File: src/rtl/pipe_stage_reg.sv
// Valid/ready pipeline stage register with synchronous flush and NOP-control bubbles.
// Define PIPE_STAGE_SKID_EN for the 2-entry skid build with a registered in_ready.
module pipe_stage_reg #(
  parameter int unsigned        DATA_W   = 64,
  parameter int unsigned        CTRL_W   = 8,
  parameter logic [CTRL_W-1:0]  CTRL_NOP = {CTRL_W{1'b0}}
) (
  input  logic              clk,
  input  logic              rst,
  input  logic              flush,
  input  logic              in_valid,
  output logic              in_ready,
  input  logic [DATA_W-1:0] in_data,
  input  logic [CTRL_W-1:0] in_ctrl,
  output logic              out_valid,
  input  logic              out_ready,
  output logic [DATA_W-1:0] out_data,
  output logic [CTRL_W-1:0] out_ctrl,
  output logic [1:0]        occupancy
);

  typedef enum logic [1:0] {
    ST_EMPTY = 2'd0,
    ST_ONE   = 2'd1,
    ST_FULL  = 2'd2
  } state_t;

  state_t            r_state;
  state_t            w_state_nxt;
  logic [DATA_W-1:0] r_m_data;
  logic [CTRL_W-1:0] r_m_ctrl;
  logic              r_out_valid;
  logic [1:0]        r_occupancy;
  logic              w_accept;
  logic              w_emit;
  logic              w_load_m_in;
  logic              w_clr_m;

`ifdef PIPE_STAGE_SKID_EN
  logic [DATA_W-1:0] r_s_data;
  logic [CTRL_W-1:0] r_s_ctrl;
  logic              r_in_ready;
  logic              w_load_s;
  logic              w_load_m_s;

  assign in_ready = r_in_ready;
`else
  assign in_ready = ~r_out_valid | out_ready;
`endif

  assign w_accept  = in_valid & in_ready;
  assign w_emit    = r_out_valid & out_ready;
  assign out_valid = r_out_valid;
  assign out_data  = r_m_data;
  assign out_ctrl  = r_m_ctrl;
  assign occupancy = r_occupancy;

  // Next-state and register-load decisions; flush overrides every handshake.
  always_comb begin
    w_state_nxt = r_state;
    w_load_m_in = 1'b0;
    w_clr_m     = 1'b0;
`ifdef PIPE_STAGE_SKID_EN
    w_load_s    = 1'b0;
    w_load_m_s  = 1'b0;
`endif
    if (flush) begin
      w_state_nxt = ST_EMPTY;
      w_clr_m     = 1'b1;
    end else begin
      case (r_state)
        ST_EMPTY: begin
          if (w_accept) begin
            w_state_nxt = ST_ONE;
            w_load_m_in = 1'b1;
          end else begin
            w_state_nxt = ST_EMPTY;
          end
        end
        ST_ONE: begin
          if (w_accept && w_emit) begin
            w_state_nxt = ST_ONE;
            w_load_m_in = 1'b1;
          end else if (w_emit) begin
            w_state_nxt = ST_EMPTY;
            w_clr_m     = 1'b1;
`ifdef PIPE_STAGE_SKID_EN
          end else if (w_accept) begin
            w_state_nxt = ST_FULL;
            w_load_s    = 1'b1;
`endif
          end else begin
            w_state_nxt = ST_ONE;
          end
        end
`ifdef PIPE_STAGE_SKID_EN
        ST_FULL: begin
          if (w_emit) begin
            w_state_nxt = ST_ONE;
            w_load_m_s  = 1'b1;
          end else begin
            w_state_nxt = ST_FULL;
          end
        end
`endif
        default: begin
          w_state_nxt = ST_EMPTY;
          w_clr_m     = 1'b1;
        end
      endcase
    end
  end

  // State plus status outputs registered from the next state, so none has an input path.
  always_ff @(posedge clk or posedge rst) begin
    if (rst) begin
      r_state     <= ST_EMPTY;
      r_out_valid <= 1'b0;
      r_occupancy <= 2'd0;
    end else begin
      r_state     <= w_state_nxt;
      r_out_valid <= (w_state_nxt != ST_EMPTY);
      r_occupancy <= (w_state_nxt == ST_FULL) ? 2'd2 :
                     (w_state_nxt == ST_ONE)  ? 2'd1 : 2'd0;
    end
  end

  // Main register: control drops to NOP whenever the stage goes empty, payload is kept.
  always_ff @(posedge clk or posedge rst) begin
    if (rst) begin
      r_m_data <= {DATA_W{1'b0}};
      r_m_ctrl <= CTRL_NOP;
    end else if (w_load_m_in) begin
      r_m_data <= in_data;
      r_m_ctrl <= in_ctrl;
`ifdef PIPE_STAGE_SKID_EN
    end else if (w_load_m_s) begin
      r_m_data <= r_s_data;
      r_m_ctrl <= r_s_ctrl;
`endif
    end else if (w_clr_m) begin
      r_m_data <= r_m_data;
      r_m_ctrl <= CTRL_NOP;
    end else begin
      r_m_data <= r_m_data;
      r_m_ctrl <= r_m_ctrl;
    end
  end

`ifdef PIPE_STAGE_SKID_EN
  // Skid register catches the one entry in flight when downstream stalls.
  always_ff @(posedge clk or posedge rst) begin
    if (rst) begin
      r_s_data   <= {DATA_W{1'b0}};
      r_s_ctrl   <= CTRL_NOP;
      r_in_ready <= 1'b1;
    end else begin
      r_in_ready <= (w_state_nxt != ST_FULL);
      if (w_load_s) begin
        r_s_data <= in_data;
        r_s_ctrl <= in_ctrl;
      end else begin
        r_s_data <= r_s_data;
        r_s_ctrl <= r_s_ctrl;
      end
    end
  end
`endif

endmodule

File: config.mk
export PLATFORM = sky130hd
export DESIGN_NAME = pipe_stage_reg
export DESIGN_NICKNAME = d
export VERILOG_FILES = /design/src/rtl/pipe_stage_reg.sv
export SDC_FILE = /design/constraint.sdc
export NUM_CORES = 1
export LEC_CHECK = 0
export CELL_PAD_IN_SITES_DETAIL_PLACEMENT = 0
export CELL_PAD_IN_SITES_GLOBAL_PLACEMENT = 1
export CORE_ASPECT_RATIO = 0.8
export CORE_MARGIN = 10
export CORE_UTILIZATION = 30
export DETAILED_ROUTE_END_ITERATION = 6
export GPL_TIMING_DRIVEN = 0
export PLACE_DENSITY_LB_ADDON = 0.1
export REMOVE_ABC_BUFFERS = 1
export SLEW_MARGIN = 20
export SYNTH_ARGS = -nofsm -noshare
export SYNTH_HDL_FRONTEND = slang
export SYNTH_SLANG_ARGS = --single-unit
File: constraint.sdc
create_clock -name clk -period 2.98 [get_ports clk]
set_input_delay 0.596 -clock clk [delete_from_list [all_inputs] [get_ports clk]]
set_output_delay 0.596 -clock clk [all_outputs]
set_load 0.05 [all_outputs]
==> results.cfg <==
[status]
status = completed

[setup_path]
r2r_slack_ps = 880
worstSetupPathType = primary input to output pin
crit_top_cell = clkdlybuf4s50_1
cp_max_fo = 9
required_ps = 2380
r2r_end = out_data[51]
cp.arrival_ps = 2310
worst_path_max_delay_cell = clkdlybuf4s50_1
crit_path_end_kind = output pin
critPathMaxStageDelay_ps = 800
reg2reg_depth = 8
cp_top_family = buffers and inverters
cp-start-kind = primary input
crit_buf_inv = 3
reg2reg_from = out_valid
timing.critical_path.cells = clkdlybuf4s50_1, nor2b_4, clkinv_1, clkdlybuf4s50_1

[floorplanning]
initial_core_util_pct = 30.4
ioPinCount = 153
die_width_um = 133
die-height_um = 111
dieArea_sq_um = 14800
core_region_area_sq_um = 10200
std_cell_rows = 33

[sta]
slew_headroom_pct = 51.5
setup_viol = 0
hold_violations = 0
fin_crit_sh_pct = 97.6
tightest_slew_ps = 707
drv_slew = 0
finalCriticalPeriod_ps = 2910
rsz0062_at_grt = no
skew_ps = 9.92
max_freq_mhz = 344

[yosys]
ys.flop_type = dfrtp_1
ys_ff_latch = 73
synthDistinctLibCells = 15
synthesis.area_sq_um = 3090
ys_warn_count = 0
syn_avg_cell_area_sq_um = 18.0
synth_cells = 172
synth-edff-count = 0
seq_area_frac_synth_pct = 59.1
async_flop_share_pct = 100

[routing]
routed_wl_mm = 8.58
drt-vias-per-instance = 4.23
drc_errors = 0
num_vias = 2018
wl_per_cell_um = 18.0
drt_first_iter_violations = 36
ant_nets = 0
first_pass_iters = 4

[clocking]
clk_pin_slew_ps = 60
h-tree-depth = 3
cts.sinks = 73
cts_buffers = 9
cts_tree = yes
postCtsHoldBufs = 0
clk_path_buf_depth = 2
clk_latency_ps = 330
cts_root_buf = clkbuf_16

[finish]
antennaDiodeCount = 0
drive_gt1_share_pct = 27.0
fin_cells = 477
syn2layout_area_growth_pct = 64.7
nFillCells = 885
nets = 409

[grt]
grt_pass1_vias = 2342
grt_pass1_wl_mm = 13.9
grt_use_total_pct = 11.9
antenna_found_initial = 0
grt_start_max_net_pins = 53
grt_overflow_total = 0

[pwr]
ir_drop_uv = 285
p_total_mw = 3.76
leakage_nw = 2.19
powerDensity_nw_per_um2 = 740

[hold_path]
holdPathStages = 1
hold_path.startpoint = out_data[5]
hold_path_end = out_data[5]
hold_class = register to register

[placement]
gp_congestion = 0.657
dp_hpwl_mm = 6.41
dp_cells = 460
io_buffers = 151

[job]
maxCapViolations = 0
==> worst register-to-register path, cell delays in order, from the launching register on <==
cell	delay, ps
dfrtp_1	410
nor2b_4	160
nor3b_4	230
buf_8	200
buf_8	170
buf_8	170
buf_8	160
buf_6	180
mux2_4	310
==> stage by stage <==
step                      util, %  cell area [sq um]  hold slack, ps  TNS [ps]  setup slack (ps)
final                        50.1               5090             501         0              71.3
after global routing         50.1               5090             524         0              35.8
after CTS                    50.1               5090             509         0              85.5
after detailed placement     46.7               4750             491     -7400              -371
after global placement       45.4               4610             491   -352020             -4510
after floorplan                 -               2930             662   -160910             -2570
==> report_power, final <==
group          switching (mW)  total [mW]  internal (mW)
logic                   0.770        1.34          0.569
clock network           0.411        1.19          0.779
registers              0.0856        1.23           1.15
total                    1.27        3.76           2.50
==> layout make-up <==
class,count,area [sq um],share of cell area (%)
clock buffer,12,256,5.04
clock inverter,4,75.1,1.48
inverter,2,10.0,0.197
multi-input combinational,86,1100,21.6
sequential,73,1830,35.9
tap,140,175,3.44
timing repair buffer,160,1640,32.3
==> repair_timing <==
item | 4_1_cts | 5_1_grt
setup endpoints to repair | 17 | 0
buffers inserted | 1 | 0
gates resized for setup | 0 | 0
==> sequential cells by signal (all words and copies together) (netlist names) <==
register,count
out_ctrl,8
out_valid,1
out_data,64
==> cell usage after synthesis, types with 2 or more instances <==
master / count / share of area, %
a32oi_1: 8 / 2.3
buf_12: 6 / 3.9
buf_4: 2 / 0.49
buf_6: 2 / 0.73
dfrtp_1: 73 / 59
mux2_2: 4 / 1.5
mux2_4: 60 / 29
nor2_1: 10 / 1.2
==> how the worst max path moves through the flow <==
stage | slack, ps | end | from | cells after the start
3_3_place_gp | -4510 | out_data[6] | flush | 3
4_1_cts | 90 | in_ready | out_ready | 4
5_1_grt | 40 | in_ready | out_ready | 4
2_1_floorplan | -2570 | out_data[5] | out_valid | 3
6_report | 70 | in_ready | out_ready | 4
3_5_place_dp | -370 | out_data[54] | in_valid | 8
==> metal layers <==
metal	global-route usage, %	vias to the layer above	routed length (um)
met5	0	-	0
met4	3.48	0	85
met3	6.34	10	861
met2	17.2	86	3790
met1	14.9	995	3850
li1	-	927	-
==> layout by cell type (no fill, tap or decap) <==
master,n
clkbuf_1,1
buf_4,1
conb_1,1
clkbuf_16,9
a32oi_1,8
nor2_1,10
clkinvlp_4,2
buf_16,1
mux2_4,60
clkbuf_8,2
nor2b_4,1
nor3b_4,1
clkinv_1,1
buf_8,5
dfrtp_1,73
clkdlybuf4s50_1,151
buf_6,2
bufinv_16,2
inv_4,1
mux2_2,4
mux2i_1,1
==> cell families after synthesis <==
kind of cell    count (synthesis)  synth area share, %
mux                            65                 30.9
other cells                     1                0.121
simple gates                   12                 2.07
compound gates                  8                 2.27
buf+inv                        13                 5.47
flops                          73                 59.1
No activity file was read; power rests on OpenSTA's default activity.
